### src/rtl/sensor_trace_buffer.sv
// Triggered trace capture of decoder samples with valid/ready readback.
// Define SENSOR_TRACE_ACCUM_EN to store sums of 2**ACC_LOG2 samples per word.
module sensor_trace_buffer #(
  parameter int unsigned SAMPLE_WIDTH = 7,
  parameter int unsigned ADDR_WIDTH   = 8,
  parameter int unsigned ACC_LOG2     = 2
) (
  input  logic                             clkin,
  input  logic                             rstin,
  input  logic [SAMPLE_WIDTH-1:0]          sample_in,
  input  logic                             arm,
  input  logic                             trigger,
  input  logic                             abort,
  input  logic                             rd_ready,
  output logic [SAMPLE_WIDTH+ACC_LOG2-1:0] rd_data,
  output logic                             rd_valid,
  output logic                             rd_last,
  output logic                             armed,
  output logic                             busy,
  output logic                             done
);

  localparam int unsigned WordWidth = SAMPLE_WIDTH + ACC_LOG2;
  localparam int unsigned Depth     = 2 ** ADDR_WIDTH;
  localparam logic [ADDR_WIDTH-1:0] LastAddr = '1;

  typedef enum logic [1:0] {StIdle, StArmed, StCapture, StRead} state_e;

  state_e state_q, state_d;

  logic [ADDR_WIDTH-1:0] waddr_q, raddr_q;
  logic                  wr_en;
  logic [WordWidth-1:0]  wr_data;
  logic                  cap_last;
  logic                  xfer;
  logic                  load;
  logic                  ph_q;

  logic [WordWidth-1:0] mem [Depth];

`ifdef SENSOR_TRACE_ACCUM_EN
  localparam int unsigned AccCount = 2 ** ACC_LOG2;
  localparam logic [ACC_LOG2:0] SubMax = (ACC_LOG2 + 1)'(AccCount - 1);

  logic [ACC_LOG2:0]    sub_q;
  logic [WordWidth-1:0] acc_q, acc_sum;

  assign acc_sum = acc_q + WordWidth'(sample_in);
  assign wr_en   = (state_q == StCapture) && (sub_q == SubMax);
  assign wr_data = acc_sum;

  always_ff @(posedge clkin or posedge rstin) begin
    if (rstin) begin
      sub_q <= '0;
      acc_q <= '0;
    end else if (state_q == StArmed) begin
      sub_q <= '0;
      acc_q <= '0;
    end else if (state_q == StCapture) begin
      if (sub_q == SubMax) begin
        sub_q <= '0;
        acc_q <= '0;
      end else begin
        sub_q <= sub_q + (ACC_LOG2 + 1)'(1);
        acc_q <= acc_sum;
      end
    end
  end
`else
  assign wr_en   = (state_q == StCapture);
  assign wr_data = WordWidth'(sample_in);
`endif

  assign cap_last = wr_en && (waddr_q == LastAddr);
  assign xfer     = rd_valid && rd_ready;
  // First READ cycle only primes ph_q, giving the one-cycle read latency.
  assign load     = (state_q == StRead) && !rd_valid && ph_q;

  assign armed = (state_q == StArmed);
  assign busy  = (state_q != StIdle);

  always_comb begin
    state_d = state_q;
    unique case (state_q)
      StIdle:    if (arm)              state_d = StArmed;
      StArmed:   if (trigger)          state_d = StCapture;
      StCapture: if (cap_last)         state_d = StRead;
      StRead:    if (xfer && rd_last)  state_d = StIdle;
    endcase
    if (abort) state_d = StIdle;
  end

  always_ff @(posedge clkin or posedge rstin) begin
    if (rstin) state_q <= StIdle;
    else       state_q <= state_d;
  end

  always_ff @(posedge clkin) begin
    if (wr_en) mem[waddr_q] <= wr_data;
  end

  always_ff @(posedge clkin or posedge rstin) begin
    if (rstin) begin
      waddr_q  <= '0;
      raddr_q  <= '0;
      ph_q     <= 1'b0;
      rd_data  <= '0;
      rd_valid <= 1'b0;
      rd_last  <= 1'b0;
      done     <= 1'b0;
    end else begin
      if (state_q == StArmed)  waddr_q <= '0;
      else if (wr_en)          waddr_q <= waddr_q + ADDR_WIDTH'(1);

      if (state_q == StCapture) raddr_q <= '0;
      else if (xfer)            raddr_q <= raddr_q + ADDR_WIDTH'(1);

      ph_q <= (state_q == StRead);

      if (load) rd_data <= mem[raddr_q];

      if (abort) begin
        rd_valid <= 1'b0;
        rd_last  <= 1'b0;
      end else if (load) begin
        rd_valid <= 1'b1;
        rd_last  <= (raddr_q == LastAddr);
      end else if (xfer) begin
        rd_valid <= 1'b0;
        rd_last  <= 1'b0;
      end

      done <= xfer && rd_last && !abort;
    end
  end

endmodule

### config.mk
export PLATFORM = sky130hd
export DESIGN_NAME = sensor_trace_buffer
export DESIGN_NICKNAME = d
export VERILOG_FILES = /design/src/rtl/sensor_trace_buffer.sv
export SDC_FILE = /design/constraint.sdc
export NUM_CORES = 2
export LEC_CHECK = 0
export ABC_AREA = 0
export CAP_MARGIN = 0
export CORE_MARGIN = 1
export CORE_UTILIZATION = 60
export DETAILED_ROUTE_END_ITERATION = 7
export HOLD_SLACK_MARGIN = 0.03
export PLACE_DENSITY_LB_ADDON = 0.1
export SLEW_MARGIN = 0
export SYNTH_ARGS = -nofsm -noshare
export SYNTH_HDL_FRONTEND = slang
export SYNTH_SLANG_ARGS = --single-unit
### constraint.sdc
create_clock -name clkin -period 2.9 [get_ports clkin]
set_input_delay 0.435 -clock clkin [delete_from_list [all_inputs] [get_ports clkin]]
set_output_delay 0.435 -clock clkin [all_outputs]
set_load 0.01 [all_outputs]
[After elaboration in Yosys (flattened, before gate mapping)]
Memories as Yosys holds them, arrays and structs flattened. A register that Yosys moved wholly into a read port is not among the register bits.
Index checks and enable logic that the tools add are counted.
Storage, ports and cells
  RAM bits: 1792
  logic and storage cells: 51
  register bits: 31
  memories: 1
Operators by class
  reduce and logical (&&, ||, !) cells: 14
  muxes and demuxes: 17
  add/sub/neg operators: 2
  equal/unequal tests: 9
Memories
  mem: words 256, width 7, read ports 1, clocked after memory_dff 1, write ports 1, line 39  | logic [WordWidth-1:0] mem [Depth];
Operators with widths (count)
  $mux W8: 4
  $add A8 B1 Y8 const B: 2
  $eq A8 B8 Y1 const B: 2
  $mux W2: 5
  $ne A3 B3 Y1 const B: 3
  $pmux W2 S4: 1
  $mux W1: 7
  $logic_and A1 B1 Y1: 6
  $reduce_bool A2 Y1: 3
  $eq A2 B2 Y1 const B: 2
  $reduce_and A4 Y1: 1
  $ne A3 B2 Y1 const B: 1
  $reduce_bool A3 Y1: 1
  $eq A2 B1 Y1 const B: 1
  $logic_not A1 Y1: 2
  $logic_not A2 Y1: 1

[Depth between registers and ports, before layout]
  depth after elaboration: 5
  depth in mapped cells: 12
  gate-level depth less buffers: 8

[Worst setup path before layout]
Ideal clock, no wire load.
  path kind: reg-to-reg
  start: register raddr_q[0]
  end: register rd_data[6] (read register of mem)
  period minus slack after synthesis: 2.493 ns
  setup slack: 0.407 ns
  buffers on the path: 4
  data required time: 2.774 ns
  library setup time: 0.126 ns
  stages on the path, launching flop included: 9
  arrival: 2.367 ns
  cells stage by stage: dfrtp_1 buf_6 buf_4 buf_2 buf_4 mux4_2 a31oi_1 nand4_1 o32a_1
RTL lines
  start: declaration: line 31  | logic [ADDR_WIDTH-1:0] waddr_q, raddr_q;
  start signal: assignment: line 116  | else if (xfer) raddr_q <= raddr_q + ADDR_WIDTH'(1);
  end: declaration: line 15  | output logic [SAMPLE_WIDTH+ACC_LOG2-1:0] rd_data,

==> impl_metrics.csv <==
group,metric,value,unit
timing,relSlewSlack,0.419,
setup_path,cpPeakStageDelay,0.55,ns
logic_synthesis,synth_ff_type,"edfxtp_1",
final_layout,final_cell_mix,"1,792 x edfxtp_1, 555 x buf_4, 355 x mux4_2",
power_and_ir_drop,leakage,26.8,nW
final_layout,drive_gt1_frac,0.319,
placed_design,placed_area,77500,um^2
routing,drtIter0Drc,4855,
placed_design,port_buffers,24,
logic_synthesis,synth_edf_count,1792,
cts,clk_path_buf_depth,3,
global_routing,antenna_found_initial,3,
logic_synthesis,synth_compound_area_frac,0.0392,
timing,period_minus_slack,3.04,ns
global_routing,use_met2,0.500,
global_routing,grt_max_degree,108,
setup_path,worst_path_dominant_cell_family,"multiplexers",
timing,clock_skew,0.0257,ns
cts,clock_latency,0.82,ns
logic_synthesis,ys.warnings.count,0,
setup_path,critPathSlowestCell,"mux4_2",
logic_synthesis,synthAdderAreaFrac,0.00175,
power_and_ir_drop,p_clk_frac,0.393,
setup_path,reg2reg_from,"raddr_q[0]",
cts,h-tree-depth,4,
worst_hold_path,hold_path.class,"input port to asynchronous set/reset pin",
floorplanning,start_util,0.605,
global_routing,grt_pass1_vias,39000,
logic_synthesis,yosys.area_share.simple,0.0291,
cts,path_clk_slew,0.06,ns
timing,worst_pin_slew,0.872,ns
global_routing,grt_util_all_layers,0.318,
placed_design,gp_congestion,0.934,
setup_path,reg2reg_depth,10,
setup_path,cp-start-kind,"register",
setup_path,critPathKind,"register to register",
status,violations,"setup timing",
logic_synthesis,ys_seq_area_frac,0.764,
cts,cts_sinks,1821,
setup_path,cp_cell_sequence,"buf_12 -> buf_8 -> buf_12 -> buf_16 -> mux4_2 -> mux4_2 -> o211ai_1 -> buf_4 -> nand4_1 -> o32a_1",
setup_path,worst-path-stages,10,
cts,cts_tree,"yes",
final_layout,syn2layout_area_growth,18.3,%
final_layout,layout_commonest_cell,"edfxtp_1",
floorplanning,coreArea,118000,um^2
cts,cts_buffers,178,
setup_path,endpoint_kind,"register",
logic_synthesis,synth_top_family_by_area,"multiplexers",
setup_path,timing.rr.end,"rd_data[6]",
floorplanning,fp-row-count,126,
setup_path,crit_buf_inv,5,
setup_path,required,3.58,ns
setup_path,crit_path_end,"rd_data[6]",
power_and_ir_drop,vdd_drop_max,635,uV
global_routing,busiest_layer,"met2",
logic_synthesis,synth_xor_area_frac,0.000737,
timing,rsz0062_at_grt,"yes",
logic_synthesis,muxShareOfSynthArea,0.145,
timing,period_share,1.05,
routing,via_per_inst,6.59,
global_routing,grt_pass1_wl,271,mm
logic_synthesis,netlist_area,71300,um^2
timing,clock.fmax,329,MHz
logic_synthesis,syn_avg_cell_area,20.1,um^2
global_routing,grtUsageMet1,0.442,
routing,wirelength,188,mm
floorplanning,die_area,120000,um^2
floorplanning,io_pins,27,
routing,firstDrtPassIters,6,
final_layout,fin_nets,4199,
placed_design,post-dp-hpwl,121,mm
routing,post_drt_wl_per_cell,32.0,um
final_layout,nFillCells,7041,
status,status,"complete, but fails checks",
cts,cts_root_buffer,"clkbuf_16",
setup_path,critPathLaunch,"raddr_q[0]",
power_and_ir_drop,p_seq_frac,0.505,
routing,ant_nets,0,
setup_path,arrival,3.72,ns
job,drv_cap,0,
logic_synthesis,async_reset_ff_frac,0.0159,
logic_synthesis,syn_inst,3550,
floorplanning,fp.dieW,347,um
power_and_ir_drop,combPwrFrac,0.103,
power_and_ir_drop,p_sw,0.0136,W
power_and_ir_drop,p_per_area,687,nW/um^2
timing,report.final.slew_viol_count,0,
floorplanning,die_y,347,um
final_layout,final_util,0.716,
power_and_ir_drop,p_sw_frac,0.234,
timing,worst_slack,-0.136,ns
setup_path,cp_max_fo,7,
routing,drc,0,
timing,hold_violations,0,
global_routing,globalRouteOverflowTotal,0,
cts,holdBufCountCts,0,
final_layout,final_area,84400,um^2
power_and_ir_drop,p_int,0.0445,W
logic_synthesis,ys_ff_latch,1821,
routing,vias,38600,
global_routing,grt_use_met3,0.0674,
timing,setup_viol,6,
setup_path,ff2ff_setup_slack,-0.14,ns
logic_synthesis,yosysUniqueCellTypes,71,
==> metrics by stage <==
stage	setup slack [ns]	instances	power (W)	hold slack (ns)	TNS, ns
finish	-0.136	5861	0.0580	0.0687	-0.460
global route	-0.192	5858	0.0595	0.0955	-0.768
CTS	-0.110	5851	0.0580	0.0443	-0.500
detailed placement	-0.695	5500	0.0353	0.607	-2.58
global placement	-0.655	5500	0.0352	0.561	-2.29
floorplan	0.407	3551	0.0326	0.498	0
==> routing by layer <==
layer / wire (um) / share of wire
met5: 19 / 0.00010
met4: 7270 / 0.039
met3: 18900 / 0.10
met2: 90300 / 0.48
met1: 71200 / 0.38
==> tightest hold or removal path: cells and delay by family <==
kind                   cells  cell delay (ns)
buffers and inverters      3             0.87
==> synth_stat cells (43+ instances only) <==
cell type     n  area (um^2)
o22ai_1      43          269
a22oi_1      74          556
mux4_2      353         7950
edfxtp_1   1792        53800
nand2_1      73          274
nor2_1      302         1130
clkbuf_1     91          342
mux2i_1     209         2090
a21oi_1      82          410
o21ai_0      50          250
buf_2        64          320
==> power groups by stage <==
| stage | Clock, W | Sequential [W] | Combinational [W] |
|---|---|---|---|
| 3_3_place_gp | 0 | 0.0298 | 0.00538 |
| 6_report | 0.0228 | 0.0293 | 0.00596 |
| 4_1_cts | 0.0230 | 0.0293 | 0.00579 |
| 2_1_floorplan | 0 | 0.0297 | 0.00293 |
| 5_1_grt | 0.0240 | 0.0293 | 0.00619 |
| 3_5_place_dp | 0 | 0.0298 | 0.00546 |
==> kinds of logic after synthesis <==
logic type,count (synthesis)
XOR/XNOR,6
adder cells (fa/ha/maj),10
AO/OA/AOI/OAI,409
flip-flops,1821
other,1
multiplexers,580
buffers and inverters,236
AND/OR/NAND/NOR,487
==> state kept, by name (all words and copies together) (netlist names) <==
register / cells
rd_last: 1
ph_q: 1
waddr_q: 8
rd_valid: 1
rd_data: 7
done: 1
raddr_q: 8
state_q: 2
mem: 1792
==> layout make-up <==
type                    instances  area [um^2]  area share
clock buffers                 211         4640      0.0550
multi-input cells            1494        16000       0.189
clock inverters               115         1110      0.0132
flip-flops and latches       1821        54600       0.646
well taps                    1536         1920      0.0228
repair buffers                665         6110      0.0724
diodes                          3         7.51   0.0000890
inverters                      16         60.1    0.000712
==> worst min-delay path by stage <==
stage                     from         end  slack [ns]  cells after the start
CTS                      rstin        done        0.04                      3
floorplan                abort     rd_last        0.50                      1
global placement    state_q[1]  state_q[1]        0.56                      2
global route             rstin        done         0.1                      3
finish                   rstin        done        0.07                      3
detailed placement  waddr_q[0]  waddr_q[3]        0.61                      2
==> timing repair <==
item | in CTS | in global routing
pin swaps | 20 | 30
gates resized for setup | 82 | 62
buffers inserted | 21 | 7
hold endpoints to repair | 0 | 0
setup endpoints to repair | 8 | 7
gates cloned | 6 | 1
Power figures use the tool's default switching activity.
